$ cat src/rtl/byte_pair_pkg.sv
// Shared types for the byte-pair consumer: byte/word types, pair FSM states, packing helper.
// Combinational helper only; no state.
// No flow control here; used by pair_fifo and byte_pair_consumer.
package byte_pair_pkg;
    localparam int WORD_W = 16;

    typedef logic [7:0]        byte_t;
    typedef logic [WORD_W-1:0] word_t;

    typedef enum logic {
        WAIT_FIRST  = 1'b0,
        WAIT_SECOND = 1'b1
    } pair_state_e;

    // The first byte of a pair lands in the low half when lsb_first is set.
    function automatic word_t pack_pair(input byte_t first, input byte_t second, input bit lsb_first);
        return lsb_first ? {second, first} : {first, second};
    endfunction
endpackage

$ cat src/rtl/pair_fifo.sv
// Generic word FIFO with synchronous clear; head is zero while empty.
// Latency: a push is visible at the head on the next cycle.
// Backpressure: push is ignored when full, pop is ignored when empty; flush wins over both.
module pair_fifo
    import byte_pair_pkg::*;
#(
    parameter int DEPTH = 4
) (
    input  logic                   clk,
    input  logic                   rst_n,
    input  logic                   push,
    input  word_t                  push_dat,
    input  logic                   pop,
    input  logic                   flush,
    output word_t                  head,
    output logic [$clog2(DEPTH):0] count,
    output logic                   full,
    output logic                   empty
);
    localparam int PTR_W = $clog2(DEPTH);
    localparam int CNT_W = PTR_W + 1;

    word_t              mem [DEPTH];
    logic [PTR_W-1:0]   wr_ptr;
    logic [PTR_W-1:0]   rd_ptr;
    logic               do_push;
    logic               do_pop;

    assign full    = (count == CNT_W'(DEPTH));
    assign empty   = (count == '0);
    assign do_push = push & ~full;
    assign do_pop  = pop & ~empty;
    assign head    = empty ? '0 : mem[rd_ptr];

    always_ff @(posedge clk) begin
        if (!rst_n || flush) begin
            wr_ptr <= '0;
            rd_ptr <= '0;
            count  <= '0;
        end else begin
            if (do_push) wr_ptr <= wr_ptr + 1'b1;
            if (do_pop)  rd_ptr <= rd_ptr + 1'b1;
            count <= count + CNT_W'(do_push) - CNT_W'(do_pop);
        end
    end

    // Storage needs no reset: the head is masked while the FIFO is empty.
    always_ff @(posedge clk) begin
        if (rst_n && !flush && do_push) mem[wr_ptr] <= push_dat;
    end
endmodule

$ cat src/rtl/byte_pair_consumer.sv
// Packs byte pairs into 16-bit words and queues them; BYTE_PAIR_CONSUMER_STATS_EN adds word_cnt.
// Latency: second byte accepted at cycle N gives result_valid at N+1 (empty FIFO).
// Backpressure: data_ready drops only in WAIT_SECOND with a full FIFO; a same-cycle pop frees space next cycle.
module byte_pair_consumer
    import byte_pair_pkg::*;
#(
    parameter int DEPTH     = 4,
    parameter bit LSB_FIRST = 1'b1
) (
    input  logic        clk,
    input  logic        rst_n,
    input  byte_t       data_in,
    input  logic        data_valid,
    output logic        data_ready,
    input  logic        flush,
    output word_t       result,
    output logic        result_valid,
    input  logic        result_ready,
    output logic        pair_err
`ifdef BYTE_PAIR_CONSUMER_STATS_EN
    ,
    output logic [15:0] word_cnt
`endif
);
    localparam int CNT_W = $clog2(DEPTH) + 1;

    pair_state_e       state;
    pair_state_e       state_nxt;
    byte_t             hold;
    logic              accept;
    logic              push;
    logic [CNT_W-1:0]  fifo_count;
    logic              fifo_full;
    logic              fifo_empty;

    // State register
    always_ff @(posedge clk) begin
        if (!rst_n) state <= WAIT_FIRST;
        else        state <= state_nxt;
    end

    // Next-state logic
    always_comb begin
        state_nxt = state;
        if (flush) begin
            state_nxt = WAIT_FIRST;
        end else if (accept) begin
            state_nxt = (state == WAIT_FIRST) ? WAIT_SECOND : WAIT_FIRST;
        end
    end

    // Outputs: readiness comes from registered state only, never from result_ready.
    always_comb begin
        data_ready = (state == WAIT_FIRST) | (fifo_count < CNT_W'(DEPTH));
        accept     = data_valid & data_ready;
        push       = accept & (state == WAIT_SECOND) & ~flush & ~fifo_full;
    end

    always_ff @(posedge clk) begin
        if (!rst_n) begin
            hold     <= '0;
            pair_err <= 1'b0;
        end else begin
            pair_err <= flush & (state == WAIT_SECOND);
            if (flush)                               hold <= '0;
            else if (accept && state == WAIT_FIRST)  hold <= data_in;
        end
    end

`ifdef BYTE_PAIR_CONSUMER_STATS_EN
    always_ff @(posedge clk) begin
        if (!rst_n)    word_cnt <= '0;
        else if (push) word_cnt <= word_cnt + 16'd1;
    end
`endif

    pair_fifo #(
        .DEPTH (DEPTH)
    ) u_fifo (
        .clk      (clk),
        .rst_n    (rst_n),
        .push     (push),
        .push_dat (pack_pair(hold, data_in, LSB_FIRST)),
        .pop      (result_valid & result_ready),
        .flush    (flush),
        .head     (result),
        .count    (fifo_count),
        .full     (fifo_full),
        .empty    (fifo_empty)
    );

    assign result_valid = ~fifo_empty;
endmodule
$ cat config.mk
export PLATFORM = sky130hd
export DESIGN_NAME = byte_pair_consumer
export DESIGN_NICKNAME = d
export VERILOG_FILES = /design/src/rtl/byte_pair_pkg.sv /design/src/rtl/pair_fifo.sv /design/src/rtl/byte_pair_consumer.sv
export SDC_FILE = /design/constraint.sdc
export NUM_CORES = 1
export LEC_CHECK = 0
export CORE_UTILIZATION = 53
export DETAILED_ROUTE_END_ITERATION = 12
export MAX_ROUTING_LAYER = met4
export PLACE_DENSITY = 0.75
export SLEW_MARGIN = 10
export SYNTH_ARGS = -nofsm -noshare
export SYNTH_HDL_FRONTEND = slang
export SYNTH_SLANG_ARGS = --single-unit
$ cat constraint.sdc
create_clock -name clk -period 2.9 [get_ports clk]
set_input_delay 0.58 -clock clk [delete_from_list [all_inputs] [get_ports clk]]
set_output_delay 0.58 -clock clk [all_outputs]
set_load 0.005 [all_outputs]
==> impl_metrics.tcl <==
set metrics [dict create \
    clkSinkCount 83 \
    rows 28 \
    die_x_um 80.9 \
    finalCriticalPeriod_ps 2730 \
    cap_violations 0 \
    startpoint_type "register" \
    critPathArrivalTime_ps 2150 \
    yosysTopAreaCellShare 0.582 \
    finalCritPeriodShare 0.942 \
    grt_pass1_vias 1660 \
    synth.yosys.seq_area_share 0.697 \
    numCtsBuffers 9 \
    hp-class "reg -> reg" \
    clock_latency_ps 350 \
    synth_nets 217 \
    comb_power_share 0.036 \
    dp_hpwl_um 3380 \
    synth_most_common_cell "edfxtp_1" \
    grt_setup_unrepaired "no" \
    slowest_stage "mux4_1" \
    clk_pin_slew_ps 70 \
    synth_seq_cells 83 \
    cts_tree "built" \
    finalSetupViolations 0 \
    utilization 0.660 \
    antennaDiodeCount 0 \
    first_iter_violations 91 \
    yosys.area.top_type "edfxtp_1" \
    p_int_mw 1.82 \
    grt_antenna_before_repair 0 \
    die_h_um 80.9 \
    fin_tns_setup_ps 0 \
    io_pins 32 \
    synth_area_leaders "edfxtp_1, dfxtp_1, mux4_2" \
    globalRouteOverflowTotal 0 \
    leakage_nw 1.33 \
    cts_buffer_depth 2 \
    cts_hold_buf 0 \
    max_slew_margin 0.489 \
    finClkSkew_ps 9.94 \
    ir_drop_mv 0.344 \
    port-buffer-count 31 \
    cts_resized 0 \
    cp.required_ps 2320 \
    grt_first_pass_wirelength_um 8510 \
    cts_post_setup_buffers_inserted 0 \
    maxSlewViolCount 0 \
    crit_chain "buf_4 > mux4_1 > nor2b_1 > clkdlybuf4s50_1" \
    synthArstFlopShare 0 \
    final_layout_size_suffix_gt1_frac 0.148 \
    syn_inst 197 \
    p_per_area_nw_per_um2 570 \
    cpPeakStageDelay_ps 580 \
    final.setup.worst_slack_ps 167 \
    cts_root_buf "clkbuf_8" \
    routed_wirelength_um 5510 \
    end_kind "primary output" \
    die-area_um2 6550 \
    via_per_inst 5.34 \
    dr.pass1.iters 4 \
    final_nets 259 \
    place.gp.congestion 0.747 \
    yosys-top-cells-count "edfxtp_1, dfxtp_1, nand2_1, nor2b_1" \
    vias 1702 \
    cp_max_fo 16 \
    p_sw_frac 0.187 \
    p_switching_mw 0.419 \
    ant_nets 0 \
    grt_max_degree 20 \
    synthFlopType "edfxtp_1" \
    power_mw 2.24 \
    start_util 0.554 \
    critical_path.top_delay_family "buffers and inverters" \
    netlist_area_um2 3300 \
    h-tree-depth 3 \
    p_clk_frac 0.389 \
    preCtsSetupSlack_ps 296 \
    hold_violations 0 \
    max_freq_mhz 366 \
    avgSynthCellArea_um2 16.8 \
    drcViolationCount 0 \
    place_inst 303 \
    grt_usage 0.198 \
    worstMarginPinSlew_ps 766 \
    instances_no_fill 319 \
    drt-wirelength-per-cell_um 17.3 \
    path_buf_inv 2 \
    area_growth_pct 19.0 \
    synth_edf_count 64 \
    core_um2 5960 \
    ys.warnings.count 0 \
    ys_types 28 \
    p_seq_frac 0.575 \
    worstSetupPathType "reg -> out" \
    status "completed" \
]
-- routing by layer --
layer,GRT usage,routed length (um),up-vias
met5,-,0,-
met4,0.0857,105,0
met3,0.0573,206,10
met2,0.317,2810,31
met1,0.233,2390,851
li1,-,-,810
-- power by group through the flow --
stage,sequential (mW),combinational [mW],clock (mW)
global route,1.29,0.0875,0.930
global placement,1.31,0.0786,0
floorplan,1.31,0.0344,0
finish,1.29,0.0800,0.872
CTS,1.29,0.0811,0.889
detailed placement,1.31,0.0807,0
-- flip-flops by register name, summed over array words and instances (netlist names), named ones only --
| name | count |
|---|---|
| state | 1 |
| u_fifo.wr_ptr | 2 |
| hold | 8 |
| u_fifo.count | 3 |
| pair_err | 1 |
| u_fifo.mem | 64 |
| u_fifo.rd_ptr | 2 |
-- through the flow --
step                      cell area (um2)  hold WS (ps)
after global routing                 3930           524
after detailed placement             3710           493
after floorplan                      3300           459
after global placement               3710           475
final                                3930           498
after CTS                            3930           503
-- worst reg2reg max path: stages, from the launching register on --
cell and delay (ps):
dfxtp_1 390, o31ai_1 430, inv_1 90, ha_1 280
inv_1 50, ha_1 130, inv_1 50, fa_1 360
xor2_1 160, and2_1 160, nor3_1 110
-- path summary, 6_finish.rpt --
kind / start / endpoint / slack (ps) / cells past startpoint
worst max-delay path: register / result[4] / 170 / 4
worst min-delay path: hold[0] / hold[0] / 500 / 2
worst max register to register: u_fifo.count[2] / u_fifo.count[2] / 620 / 10
worst min register to register: hold[0] / hold[0] / 500 / 2
-- cell families after synthesis --
family	count (synthesis)	share of synthesized area
mux	17	0.119
fa+ha+maj	7	0.0288
compound gates	12	0.0189
buf+inv	17	0.0277
flops	83	0.697
xor+xnor	3	0.00796
simple gates	58	0.100
-- placed cells by master, fill, tap and decap left out, types with 2 or more instances in the layout --
| master | Yosys | layout |
|---|---|---|
| a21oi_1 | 10 | 10 |
| and2_1 | 5 | 5 |
| buf_4 | 0 | 9 |
| clkbuf_1 | 4 | 3 |
| clkbuf_8 | 0 | 11 |
| clkdlybuf4s50_1 | 0 | 31 |
| dfxtp_1 | 19 | 19 |
| edfxtp_1 | 64 | 64 |
| ha_1 | 6 | 6 |
| inv_1 | 8 | 8 |
| mux4_1 | 6 | 6 |
| mux4_2 | 10 | 10 |
| nand2_1 | 19 | 19 |
| nand2b_1 | 3 | 3 |
| nor2_1 | 8 | 8 |
| nor2b_1 | 14 | 14 |
| nor2b_4 | 3 | 3 |
| nor3_1 | 2 | 2 |
| xor2_1 | 2 | 2 |
-- area by class of cell --
type | count | area [um2]
Sequential cell | 83 | 2300
Fill cell | 425 | 2030
Multi-Input combinational cell | 97 | 908
Timing Repair Buffer | 40 | 378
Clock buffer | 15 | 188
Tap cell | 75 | 93.8
Clock inverter | 1 | 30.0
Inverter | 8 | 30.0
No activity file was read; power rests on OpenSTA's default activity.
